===== config.mk =====
export PLATFORM = sky130hd
export DESIGN_NAME = seg7_capture
export DESIGN_NICKNAME = d
export VERILOG_FILES = /design/src/rtl/seg7_pkg.sv /design/src/rtl/seg7_to_bcd.sv /design/src/rtl/seg7_capture.sv
export SDC_FILE = /design/constraint.sdc
export NUM_CORES = 1
export LEC_CHECK = 0
export CAP_MARGIN = 20
export CORE_ASPECT_RATIO = 0.6
export CORE_MARGIN = 2
export CORE_UTILIZATION = 33
export DETAILED_ROUTE_END_ITERATION = 8
export PLACE_DENSITY = 0.59
export SLEW_MARGIN = 20
export SYNTH_ARGS = -nofsm -noshare
export SYNTH_HDL_FRONTEND = slang
export SYNTH_SLANG_ARGS = --single-unit

===== constraint.sdc =====
create_clock -name clk -period 2.9 [get_ports clk]
set_clock_uncertainty 0.05 [all_clocks]
set_input_delay 0.58 -clock clk [delete_from_list [all_inputs] [get_ports clk]]
set_output_delay 0.58 -clock clk [all_outputs]
set_load 0.02 [all_outputs]

===== src/rtl/seg7_pkg.sv =====
// Shared constants and types for the seven-segment scan receiver.
// Segment bit 0 = a ... bit 6 = g, active-low.
package seg7_pkg;

    localparam logic [6:0] SEG_0     = 7'b1000000;
    localparam logic [6:0] SEG_1     = 7'b1111001;
    localparam logic [6:0] SEG_2     = 7'b0100100;
    localparam logic [6:0] SEG_3     = 7'b0110000;
    localparam logic [6:0] SEG_4     = 7'b0011001;
    localparam logic [6:0] SEG_5     = 7'b0010010;
    localparam logic [6:0] SEG_6     = 7'b0000010;
    localparam logic [6:0] SEG_7     = 7'b1111000;
    localparam logic [6:0] SEG_8     = 7'b0000000;
    localparam logic [6:0] SEG_9     = 7'b0010000;
    localparam logic [6:0] SEG_BLANK = 7'b1111111;

    typedef enum logic [1:0] {
        IDLE   = 2'd0,
        SETTLE = 2'd1,
        HELD   = 2'd2
    } state_t;

endpackage


===== src/rtl/seg7_to_bcd.sv =====
// Combinational segment-pattern to BCD decode.
// Blank decodes to F without error; unknown patterns flag err.
module seg7_to_bcd
    import seg7_pkg::*;
(
    input  logic [6:0] seg,
    output logic [3:0] val,
    output logic       err
);

    always_comb begin
        val = 4'hF;
        err = 1'b0;
        case (seg)
            SEG_0:     val = 4'h0;
            SEG_1:     val = 4'h1;
            SEG_2:     val = 4'h2;
            SEG_3:     val = 4'h3;
            SEG_4:     val = 4'h4;
            SEG_5:     val = 4'h5;
            SEG_6:     val = 4'h6;
            SEG_7:     val = 4'h7;
            SEG_8:     val = 4'h8;
            SEG_9:     val = 4'h9;
            SEG_BLANK: val = 4'hF;
            default: begin
                val = 4'hF;
                err = 1'b1;
            end
        endcase
    end

endmodule


===== src/rtl/seg7_capture.sv =====
// Scan-side receiver for the multiplexed 4-digit seven-segment bus.
// Rebuilds the displayed BCD frame with per-digit error flags.
module seg7_capture
    import seg7_pkg::*;
#(
    parameter int unsigned STABLE_CYC = 4
) (
    input  logic        clk,
    input  logic        rst_n,
    input  logic [6:0]  seg,
    input  logic [3:0]  an,
    output logic [15:0] bcd,
    output logic [3:0]  digit_err,
    output logic        valid,
    output logic        frame_done
);

    localparam logic [7:0] STABLE = 8'(STABLE_CYC);

    logic [6:0]  s_seg;
    logic [3:0]  s_an;
    logic [6:0]  p_seg;
    logic [3:0]  p_an;
    logic [7:0]  cnt;
    logic [7:0]  cnt_nxt;
    state_t      state;
    state_t      state_nxt;
    logic [15:0] stg_val;
    logic [3:0]  stg_err;
    logic [15:0] stg_val_nxt;
    logic [3:0]  stg_err_nxt;
    logic [3:0]  seen;
    logic [3:0]  seen_nxt;
    logic [1:0]  idx;
    logic        onehot;
    logic        change;
    logic        capture;
    logic        complete;
    logic [3:0]  dec_val;
    logic        dec_err;

    seg7_to_bcd u_dec (
        .seg (s_seg),
        .val (dec_val),
        .err (dec_err)
    );

    always_comb begin
        idx    = 2'd0;
        onehot = 1'b1;
        case (s_an)
            4'b1110: idx = 2'd0;
            4'b1101: idx = 2'd1;
            4'b1011: idx = 2'd2;
            4'b0111: idx = 2'd3;
            default: onehot = 1'b0;
        endcase
    end

    // cnt_nxt counts the current registered sample, so a capture
    // lands on the edge where the STABLE_CYC-th identical sample is seen.
    always_comb begin
        change = ({s_an, s_seg} != {p_an, p_seg});
        if (change)
            cnt_nxt = 8'd1;
        else if (cnt == 8'hFF)
            cnt_nxt = cnt;
        else
            cnt_nxt = cnt + 8'd1;
        capture = (state == SETTLE) && !change
                  && (cnt_nxt == STABLE);
    end

    always_comb begin
        state_nxt = state;
        if (change)
            state_nxt = onehot ? SETTLE : IDLE;
        else if (capture)
            state_nxt = HELD;
    end

    always_comb begin
        stg_val_nxt = stg_val;
        stg_err_nxt = stg_err;
        seen_nxt    = seen;
        if (capture) begin
            stg_val_nxt[{idx, 2'b00} +: 4] = dec_val;
            stg_err_nxt[idx]               = dec_err;
            seen_nxt[idx]                  = 1'b1;
        end
        complete = capture && (seen_nxt == 4'hF);
        if (complete)
            seen_nxt = 4'h0;
    end

    always_ff @(posedge clk or negedge rst_n) begin
        if (!rst_n) begin
            s_seg      <= SEG_BLANK;
            s_an       <= 4'hF;
            p_seg      <= SEG_BLANK;
            p_an       <= 4'hF;
            cnt        <= 8'd0;
            state      <= IDLE;
            stg_val    <= 16'hFFFF;
            stg_err    <= 4'h0;
            seen       <= 4'h0;
            bcd        <= 16'hFFFF;
            digit_err  <= 4'h0;
            valid      <= 1'b0;
            frame_done <= 1'b0;
        end else begin
            s_seg      <= seg;
            s_an       <= an;
            p_seg      <= s_seg;
            p_an       <= s_an;
            cnt        <= cnt_nxt;
            state      <= state_nxt;
            stg_val    <= stg_val_nxt;
            stg_err    <= stg_err_nxt;
            seen       <= seen_nxt;
            frame_done <= complete;
            if (complete) begin
                bcd       <= stg_val_nxt;
                digit_err <= stg_err_nxt;
                valid     <= 1'b1;
            end
        end
    end

endmodule


==> results.md <==
* Status: complete, no violations
* EDFF count, synth at 0
* Routability cong. at 0.836
* Initial antenna violation count at 0
* Core Area at about 0.011 mm^2
* Max transition margin at between 50% and 60%
* Drt pass-1 iters at 4
* Std cell rows at 30
* Minimum clock period at 2.71 ns
* Final Hold Viols at 0
* Worst Path Required at 3.11 ns
* Setup_tns at 0 ns
* Unrepaired setup endpoints after global routing: no
* H-tree depth at 3
* Fmax at 368 MHz
* DIE WIDTH at ~140 um
* Skew-Pair Late Insertion Delay at between 0.3 and 0.4 ns
* Max cap viols at 0
* Post-synth ARST share at 100%
* DR WL/cell at approximately 15 um
* Mean Syn Cell Area at 11.5 um^2
* Number of global-route vias before repair at between 2000 and 3000
* Layout area overhead at 19.7%
* Synth Register Bits at just under 80
* DR vias at 2614
* # diodes at 0
* Final period util at 93.6%
* Startpoint types: flip-flop
* Mapped Area at around 0.0039 mm^2
* Initial core utilization at roughly 34%
* Part of the Yosys area used for sequential elements at a little over half
* Clock Sinks at 78
* Die Span Y at between 80 and 90 um
* Post-DP HPWL at approximately 5.6 mm
* Fin nets at between 300 and 400
* IO buf count at 34
* Worst-margin pin slew at 0.632 ns
* Clock Tree Root: clkbuf_16
* First-pass GRT wire length at around 13 mm
* CTS tree: done
* Hold WC Path Type: in -> async
* Commonest non-fill, non-tap cell in the layout: dfstp_2
* CTS Buf Count at 9
* Most frequent cells in the layout: dfstp_2, clkdlybuf4s50_1, nor2_1, dfrtp_1, nand2_1
* Post-Route WL at approximately 8 mm
* Syn_nets at 360
* GRT Overall Usage at around 14%
* Antenna viol nets, final at 0
* Synth warn at 0
* Clk slew on worst S/H paths at ~0.060 ns
* Tot Pwr at about 2500 uW
* Pin count of the biggest net entering global routing at 42
* Hold WS at 0.121 ns
* CP Capture Type: flip-flop
* Most common flop cell mapped by yosys: dfstp_2
* Leakage at around 0.0019 uW
* Worst VDD drop at ~290 uV
* Post-Synthesis Cells at between 300 and 400
* Clock tree buffer depth at 2
* # IOs at 35
* Data arrival time of the worst path at 2.93 ns
* CP max FO at 12
* Drc violations at 0
* Vias/cell at slightly below 5
* Share of cells above drive strength 1 at approximately 28%
* Die area at about 0.013 mm^2
* Final setup viols at 0
* WS Path Type: reg -> reg
* Initial DRC count at approximately 130
* Power per cell area at 527 mW/mm^2
* Setup bufs post-CTS at 0
* Filler cells at approximately 1100
* Number of library cell types mapped by synthesis at 55
* Max Slew Vio Count at 0
* GRT Residual Overflow at 0
## report_power, final
part | switching [uW] | internal [uW] | leakage [uW]
combinational | 85.6 | 57.4 | 0.000837
clock | 427 | 736 | 0.000150
sequential | 23.4 | 1120 | 0.000890
## critical path, cell delays in order, from the launching register on
cell and delay, ns:
dfstp_2 0.65, xor2_1 0.11, nor4_2 0.47, nand3b_2 0.29
nor2_2 0.33, and3_1 0.37, mux2_2 0.38
## metrics by stage
| step | instance area (um^2) | worst slack [ns] | util [%] | instances |
|---|---|---|---|---|
| 2_1_floorplan | 3880 | 0.444 | - | 339 |
| 3_3_place_gp | 4340 | 0.187 | 38.1 | 519 |
| 3_5_place_dp | 4340 | 0.113 | 38.1 | 519 |
| 4_1_cts | 4650 | 0.0946 | 40.8 | 534 |
| 5_1_grt | 4650 | 0.0155 | 40.9 | 534 |
| 6_report | 4650 | 0.185 | 40.9 | 534 |
## routing by layer
layer	part of all wire (%)	vias up	track usage, %
met5	0	-	0
li1	-	1259	-
met3	4.3	10	4.32
met1	54	1296	20.6
met4	1.2	0	4.46
met2	41	49	18.9
## what timing repair did
| item | in CTS | in global routing |
|---|---|---|
| hold buffers | 0 | 0 |
| setup endpoints to repair | 0 | 4 |
| hold endpoints to repair | 0 | 0 |
| gates resized for setup | 0 | 1 |
## worst paths after layout
check | from | to | slack (ns) | cells after the start
max | s_seg[1] | stg_val[7] | 0.19 | 6
min | rst_n | cnt[3] | 0.12 | 1
max reg2reg | s_seg[1] | stg_val[7] | 0.19 | 6
min reg2reg | s_an[2] | p_an[2] | 0.36 | 0
max in group asynchronous | rst_n | stg_val[14] | 1.94 | 2
min in group clk | s_an[2] | p_an[2] | 0.36 | 0
## synth_stat cells (2+ instances only)
cell,n,share of area [%]
dfstp_2,54,37
nor2_1,32,3.1
dfrtp_1,24,15
nand2_1,18,1.7
o21a_1,16,3.1
inv_1,15,1.5
a21oi_1,14,1.8
nand3_1,13,1.7
o221ai_1,12,2.7
xor2_1,12,2.7
and3_1,10,1.6
mux2_2,10,2.9
mux2i_1,10,2.6
buf_2,8,1.0
ha_1,8,2.6
nor3_1,7,0.90
buf_6,5,1.5
mux2_4,5,1.9
o21ai_0,5,0.64
xnor2_1,5,1.1
buf_4,4,0.77
mux2_1,4,1.2
nor3b_1,4,0.77
nand4_1,3,0.48
o22ai_1,3,0.48
a22oi_4,2,1.1
a31oi_1,2,0.32
and3b_1,2,0.45
nand2b_1,2,0.32
nor2_2,2,0.32
nor4_1,2,0.32
nor4_4,2,1.1
or2_2,2,0.32
## registers in the layout, indices dropped and copies added (netlist names)
name and flops:
p_an 4, s_seg 7, frame_done 1, cnt 8, stg_err 4, valid 1, p_seg 7, digit_err 4
seen 4, bcd 16, s_an 4, stg_val 16, state 2
## area by class of cell
class	count	area, um^2	area share (%)
Sequential cell	78	2020	43.5
Tap cell	160	200	4.31
Inverter	16	60.1	1.29
Clock buffer	12	268	5.76
Multi-Input combinational cell	226	1670	35.9
Clock inverter	3	42.5	0.915
Timing Repair Buffer	39	388	8.35
## kinds of logic (layout without fill, tap and decap cells)
| kind of cell | after synthesis | after routing | synth area share (%) |
|---|---|---|---|
| muxes | 29 | 29 | 8.57 |
| AOI/OAI and AO/OA | 58 | 58 | 11.1 |
| buffers and inverters | 35 | 70 | 5.03 |
| and+or+nand+nor | 114 | 114 | 16.9 |
| xor gates and xnor gates | 17 | 17 | 3.83 |
| adders and majority gates | 8 | 8 | 2.58 |
| DFF | 78 | 78 | 52.0 |
No activity file was read; power rests on OpenSTA's default activity.
